$ cat config.mk
export PLATFORM = sky130hd
export DESIGN_NAME = pipe_vr
export DESIGN_NICKNAME = d
export VERILOG_FILES = /design/src/rtl/pipe_vr_pkg.sv /design/src/rtl/pipe_vr_stage.sv /design/src/rtl/pipe_vr.sv
export SDC_FILE = /design/constraint.sdc
export NUM_CORES = 1
export LEC_CHECK = 0
export ABC_CLOCK_PERIOD_IN_PS = 1620
export CAP_MARGIN = 10
export CORE_MARGIN = 5
export CORE_UTILIZATION = 43
export DETAILED_ROUTE_END_ITERATION = 16
export PLACE_DENSITY = 0.71
export SYNTH_ARGS = -nofsm -noshare
export SYNTH_HDL_FRONTEND = slang
export SYNTH_SLANG_ARGS = --single-unit
$ cat constraint.sdc
create_clock -name clk -period 1.62 [get_ports clk]
set_input_delay 0.324 -clock clk [delete_from_list [all_inputs] [get_ports clk]]
set_output_delay 0.324 -clock clk [all_outputs]
set_load 0.01 [all_outputs]
$ cat src/rtl/pipe_vr_pkg.sv
// Shared types and helpers for the configurable valid/ready pipeline.
package pipe_vr_pkg;

  typedef enum logic [1:0] {
    MODE_FWD,
    MODE_REV,
    MODE_FULL
  } mode_e;

  function automatic int occ_width(input int stages);
    return $clog2(2 * stages + 1);
  endfunction

endpackage

$ cat src/rtl/pipe_vr_stage.sv
// One valid/ready slice: forward register, reverse (skid) register, or both.
module pipe_vr_stage
  import pipe_vr_pkg::*;
#(
  parameter int    P_DATA_WIDTH = 32,
  parameter mode_e P_MODE       = MODE_FULL
) (
  input  logic                    clk,
  input  logic                    rst_n,
  input  logic                    flush_i,
  input  logic                    valid_i,
  input  logic [P_DATA_WIDTH-1:0] data_i,
  output logic                    ready_o,
  output logic                    valid_o,
  output logic [P_DATA_WIDTH-1:0] data_o,
  input  logic                    ready_i,
  output logic [1:0]              count_o
);

  if (P_MODE == MODE_FWD) begin : g_fwd
    logic                    v_q, v_d;
    logic [P_DATA_WIDTH-1:0] d_q, d_d;

    // ready stays combinational through this slice
    assign ready_o = ready_i || !v_q;
    assign valid_o = v_q;
    assign data_o  = d_q;
    assign count_o = {1'b0, v_q};

    always_comb begin
      v_d = (valid_i || !ready_o) && !flush_i;
      d_d = ready_o ? data_i : d_q;
    end

    always_ff @(posedge clk or negedge rst_n) begin
      if (!rst_n) begin
        v_q <= 1'b0;
        d_q <= '0;
      end else begin
        v_q <= v_d;
        d_q <= d_d;
      end
    end

  end else if (P_MODE == MODE_REV) begin : g_rev
    logic                    s_v_q, s_v_d;
    logic [P_DATA_WIDTH-1:0] s_d_q, s_d_d;

    assign ready_o = !s_v_q;
    assign valid_o = s_v_q || valid_i;
    assign data_o  = s_v_q ? s_d_q : data_i;
    assign count_o = {1'b0, s_v_q};

    always_comb begin
      s_v_d = s_v_q;
      s_d_d = s_d_q;
      if (flush_i || ready_i) begin
        s_v_d = 1'b0;
      end else if (valid_i && !s_v_q) begin
        s_v_d = 1'b1;
        s_d_d = data_i;
      end
    end

    always_ff @(posedge clk or negedge rst_n) begin
      if (!rst_n) begin
        s_v_q <= 1'b0;
        s_d_q <= '0;
      end else begin
        s_v_q <= s_v_d;
        s_d_q <= s_d_d;
      end
    end

  end else begin : g_full
    logic                    m_v_q, m_v_d, s_v_q, s_v_d;
    logic [P_DATA_WIDTH-1:0] m_d_q, m_d_d, s_d_q, s_d_d;

    assign ready_o = !s_v_q;
    assign valid_o = m_v_q;
    assign data_o  = m_d_q;
    assign count_o = {1'b0, m_v_q} + {1'b0, s_v_q};

    // ready_o is low whenever the skid is full, so skid->main and
    // input->skid can never happen on the same edge.
    always_comb begin
      m_v_d = m_v_q;
      m_d_d = m_d_q;
      s_v_d = s_v_q;
      s_d_d = s_d_q;
      if (!m_v_q || ready_i) begin
        if (s_v_q) begin
          m_v_d = 1'b1;
          m_d_d = s_d_q;
        end else begin
          m_v_d = valid_i;
          if (valid_i) m_d_d = data_i;
        end
        s_v_d = 1'b0;
      end else if (valid_i && !s_v_q) begin
        s_v_d = 1'b1;
        s_d_d = data_i;
      end
      if (flush_i) begin
        m_v_d = 1'b0;
        s_v_d = 1'b0;
      end
    end

    always_ff @(posedge clk or negedge rst_n) begin
      if (!rst_n) begin
        m_v_q <= 1'b0;
        m_d_q <= '0;
        s_v_q <= 1'b0;
        s_d_q <= '0;
      end else begin
        m_v_q <= m_v_d;
        m_d_q <= m_d_d;
        s_v_q <= s_v_d;
        s_d_q <= s_d_d;
      end
    end
  end

endmodule

$ cat src/rtl/pipe_vr.sv
// Chain of P_STAGES valid/ready slices with synchronous flush and occupancy count.
module pipe_vr
  import pipe_vr_pkg::*;
#(
  parameter int    P_DATA_WIDTH = 32,
  parameter int    P_STAGES     = 1,
  parameter mode_e P_MODE       = MODE_FULL,
  localparam int   OCC_W        = occ_width(P_STAGES)
) (
  input  logic                    clk,
  input  logic                    rst_n,
  input  logic                    flush,
  input  logic                    valid_in,
  input  logic [P_DATA_WIDTH-1:0] data_in,
  output logic                    ready_in,
  output logic                    valid_out,
  output logic [P_DATA_WIDTH-1:0] data_out,
  input  logic                    ready_out,
  output logic [OCC_W-1:0]        occupancy
);

  logic                    valid_c [P_STAGES+1];
  logic [P_DATA_WIDTH-1:0] data_c  [P_STAGES+1];
  logic                    ready_c [P_STAGES+1];
  logic [1:0]              cnt     [P_STAGES];
  logic [OCC_W-1:0]        occ_sum [P_STAGES+1];

  // flush blocks both external handshakes; slices clear their own valids
  assign valid_c[0]        = valid_in && !flush;
  assign data_c[0]         = data_in;
  assign ready_in          = ready_c[0] && !flush;
  assign ready_c[P_STAGES] = ready_out && !flush;
  assign valid_out         = valid_c[P_STAGES] && !flush;
  assign data_out          = data_c[P_STAGES];
  assign occ_sum[0]        = '0;
  assign occupancy         = occ_sum[P_STAGES];

  for (genvar gi = 0; gi < P_STAGES; gi++) begin : g_stage
    pipe_vr_stage #(
      .P_DATA_WIDTH(P_DATA_WIDTH),
      .P_MODE      (P_MODE)
    ) u_stage (
      .clk    (clk),
      .rst_n  (rst_n),
      .flush_i(flush),
      .valid_i(valid_c[gi]),
      .data_i (data_c[gi]),
      .ready_o(ready_c[gi]),
      .valid_o(valid_c[gi+1]),
      .data_o (data_c[gi+1]),
      .ready_i(ready_c[gi+1]),
      .count_o(cnt[gi])
    );

    assign occ_sum[gi+1] = occ_sum[gi] + OCC_W'(cnt[gi]);
  end

endmodule
# Yosys cells after proc, flatten, opt, wreduce, memory -nomap -nowiden
# Index checks and enable logic that the tools add are counted.
# Widths: inputs -> output; s select.
[totals] regBits=66 in_bits=37 wordCells=28
[op_classes] n_addsub=1 reduce_logical=14 bitwise_logic=1 mux=8
[op_table] cell="$mux 32" n=2
[op_table] cell="$mux 1" n=6
[op_table] cell="$logic_and 1x1->1" n=5
[op_table] cell="$reduce_and 2->1" n=2
[op_table] cell="$reduce_bool 2->1" n=2
[op_table] cell="$logic_not 1->1" n=3
[op_table] cell="$reduce_bool 3->1" n=1
[op_table] cell="$add 1x1->2" n=1
[op_table] cell="$logic_or 1x1->1" n=1
[op_table] cell="$not 1->1" n=1

# Depth between registers and ports, before layout
[depth] ltp_word=6 ltp_mapped=4

# Cells and area by module
# From an unflattened synthesis, not the netlist that was laid out.
[unflattened] cells_unflattened=185 hier_area_um2=2961.6
[by_module_without_submodules] module="pipe_vr_stage" area_per_inst_um2=2936.6 instances=1 cells_each=181
[by_module_without_submodules] module="pipe_vr" area_per_inst_um2=25.0 instances=1 cells_each=4

# Worst setup path after synthesis
# OpenSTA, ideal clock, no wires.
[synth_path] path_type="reg-to-reg" start="register g_stage[0].u_stage.g_full.s_v_q" end="register g_stage[0].u_stage.g_full.m_d_q[10]" slack_ps=154 n_path_buf=2 required_ps=1492 path_stages_with_launch=5 t_arrival_ps=1339 cell_sequence="dfrtp_1 buf_2 buf_2 mux2_2 mux2_1"
[synth_via] elab_chain_len=2 word_cells_on_any_way=3 classes_between="1 x mux; 2 x reduce/logical"
[synth_lines] item="start: declaration" line="pipe_vr_stage.sv:76" rtl="logic m_v_q, m_v_d, s_v_q, s_v_d;"
[synth_lines] item="start signal: assignment" line="pipe_vr_stage.sv:119" rtl="s_v_q <= s_v_d;"
[synth_lines] item="$reduce_bool 2->1 (no line)"
[synth_lines] item="$reduce_and 2->1 (no line)"
[synth_lines] item="end signal: assignment" line="pipe_vr_stage.sv:118" rtl="m_d_q <= m_d_d;"
[synth_lines] item="end: declaration" line="pipe_vr_stage.sv:77" rtl="logic [P_DATA_WIDTH-1:0] m_d_q, m_d_d, s_d_q, s_d_d;"
# Parallel ways exist; a longest one is shown, timed or not.
# A chain may end at the register's enable or synchronous reset.

# Worst setup path in the final report
[layout_path] start="register g_stage[0].u_stage.g_full.m_d_q[25]" end="output port data_out[25]"
[layout_rtl] item="end: declaration" line="pipe_vr.sv:17" rtl="output logic [P_DATA_WIDTH-1:0] data_out,"
# No word-level cell between the ends.

==> results.txt <==
Ant diodes: 0
Met2 Track Usage GR: 0.226
First-pass GRT wire length: 9560 um
Largest net degree at the start of global routing: 67
DRC viols: 0
Area post-placement: 3910 sq um
Logic pwr share: 0.249
Total core area: 6790 sq um
Net Sw Frac: 0.238
Slowest CP cell: clkdlybuf4s50_1
HP Class: primary input to asynchronous set/reset pin
Clock Pin Slew Worst Setup and Hold Paths: 0.07 ns
Top Family by Delay on Critical Path: buffers and inverters
Tot Pwr: 4.78 mW
CP bufs+invs: 1
Sequential share of power: 0.465
Final hold slack: -0.00646 ns
DIE HEIGHT: 93.8 um
CP Launch Type: flop
IR drop worst, VDD: 0.683 mV
Non-Filler Instances: 371
Post-Syn Area: 3020 sq um
Final nets: 308
Fin crit period: 1.57 ns
P_int: 3.64 mW
Gr busiest metal: met2
Failing checks: hold timing
M1 GR Usage: 0.175
Worst setup EP type: output port
Max Clk Rate: 636 MHz
HPWL Detailed: 3900 um
TritonCTS clock tree: built
Fin. max-slew vios: 0
CP required: 1.30 ns
Slew HR: 0.771
Root buf cell: clkbuf_8
Skew final: 0.00413 ns
Arrival @ worst endpoint: 1.25 ns
Post-Place Worst Slack: -0.355 ns
Synth Area per Inst: 16.4 sq um
Hold_buf cts: 0
Syn Nets: 222
# setup viols final: 0
Post-layout util: 0.608
Leakage Power: 1.87 nW
WL final: 5820 um
Outcome: finished, violations left
Area growth from synthesis to layout: 37.0%
Unique masters post-synth: 15
Number of global-route vias before repair: 1944
Placed Cells incl. Taps: 353
Layout cells sized above 1: 0.462
Max cap viols: 0
IO buf count: 72
Synth warn: 0
First-pass iteration count of the detailed router: 4
Setup CP Type: flop to output port
Post-DR vias/cell: 4.69
Worst path cell trace: clkdlybuf4s50_1
Grt ovf: 0
Yosys top cell by area: dfrtp_1
Final Hold Vio Count: 2
Initial antenna violation count: 0
Unrepaired setup endpoints after global routing: no
Area contributors post-synth: dfrtp_1 (55%), mux2_2 (24%), mux2_4 (15%)
Clock buffer depth: 2
Worst slew pin tran: 0.344 ns
Finished Cell Area: 4130 sq um
DIE AREA: 8790 sq um
Number of synthesized register bits: 66
Met3 usage: 0.0401
DRT antenna net count: 0
Number of H-tree levels: 3
Tcrit/Tclk final: 0.971
Vias: 1739
Die width: 93.8 um
Net switching power: 1.14 mW
Final Worst Setup Slack: 0.0475 ns
Syn Inst Count: 184
PwrDens: 1160 nW/um^2
Drt initial violations: 41
Skew-Pair Late Insertion Delay: 0.33 ns
CTS Sinks: 66
Worst stage delay on the critical path: 0.56 ns
Post-synth top area share: 0.547
Critical path fanouts, max: 2
Clock power share: 0.286
Initial core utilization: 0.444
Register area share after synthesis: 0.547
WL/cell: 15.7 um
GRT Overall Usage: 0.142
GP Congestion: 0.786
IO Pins: 73
# rows: 30
Total CTS buffers: 9
## cell usage in the layout, fill, tap and decap left out, types with 2 or more instances in the layout
cell,instances
buf_4,9
nor2_1,2
clkbuf_8,11
mux2_2,64
dlymetal6s2s_1,4
buf_12,3
nand2b_1,2
clkbuf_1,3
nor2b_1,2
dlygate4sd2_1,2
clkdlybuf4s50_1,63
mux2_1,2
mux2_4,30
dfrtp_1,65
## registers in the layout, summed over array words and instances (netlist names)
signal	count
g_stage.u_stage.g_full.s_d_q	32
g_stage.u_stage.data_o	32
g_stage.u_stage.g_full.s_v_q	1
g_stage.u_stage.valid_o	1
## power by group through the flow
stage                     sequential [mW]  clock, mW  combinational [mW]
after CTS                            2.23       1.42                1.22
after floorplan                      2.28          0               0.555
after global routing                 2.28       1.47                1.28
after detailed placement             2.25          0                1.21
final                                2.22       1.37                1.19
after global placement               2.24          0                1.19
## worst paths after layout
kind                                                 startpoint                               to  slack (ns)  cells after the start
worst min-delay path                                      rst_n    g_stage[0].u_stage.data_o[22]      -0.006                      2
min in group clk                                          flush       g_stage[0].u_stage.valid_o        0.32                      2
worst min register to register    g_stage[0].u_stage.data_o[10]    g_stage[0].u_stage.data_o[10]        0.49                      1
max in group asynchronous                                 rst_n  g_stage[0].u_stage.g_full.s_v_q        1.33                      2
worst max register to register  g_stage[0].u_stage.g_full.s_v_q    g_stage[0].u_stage.data_o[30]        0.06                      5
worst max-delay path              g_stage[0].u_stage.data_o[25]                     data_out[25]        0.05                      1
## cells by family after synthesis
kind of cell               Yosys count  synth area share
AOI/OAI and AO/OA                    2           0.00663
adders and majority gates            1           0.00415
buffers and inverters               10            0.0253
DFF                                 66             0.547
muxes                               96             0.396
and+or+nand+nor                      9            0.0207
## per-stage QoR
step	TNS (ns)	hold WS, ns
floorplan	0	0.0284
global placement	-17.89	0.371
finish	0	-0.00646
CTS	-0.000543	0.000150
global route	0	0.0193
detailed placement	-20.63	0.372
## layout make-up
cell class	count	area [sq um]
fill	563	2660
sequential	66	1650
multi-input combinational	108	1300
timing repair buffer	85	861
clock buffer	14	163
tap	96	120
clock inverter	2	35.0
## routing by layer
layer  part of all wire  up-vias
met5                  0        -
met4              0.018        0
met3              0.064        8
met2               0.49       48
met1               0.43      857
li1                   -      826
## repair_timing
action,CTS,global route
pin swaps,0,1
gates resized for setup,7,7
setup endpoints to repair,4,57
setup buffers,2,0
## synthesized netlist by cell type, drive strengths merged
master and number:
nor2 2, a21oi 1, a2bb2oi 1, dfrtp 66, nor3b 1, buf 10
mux2 96, nand2b 2, ha 1, nand3b 1, nor2b 3
No activity file was read; power rests on OpenSTA's default activity.
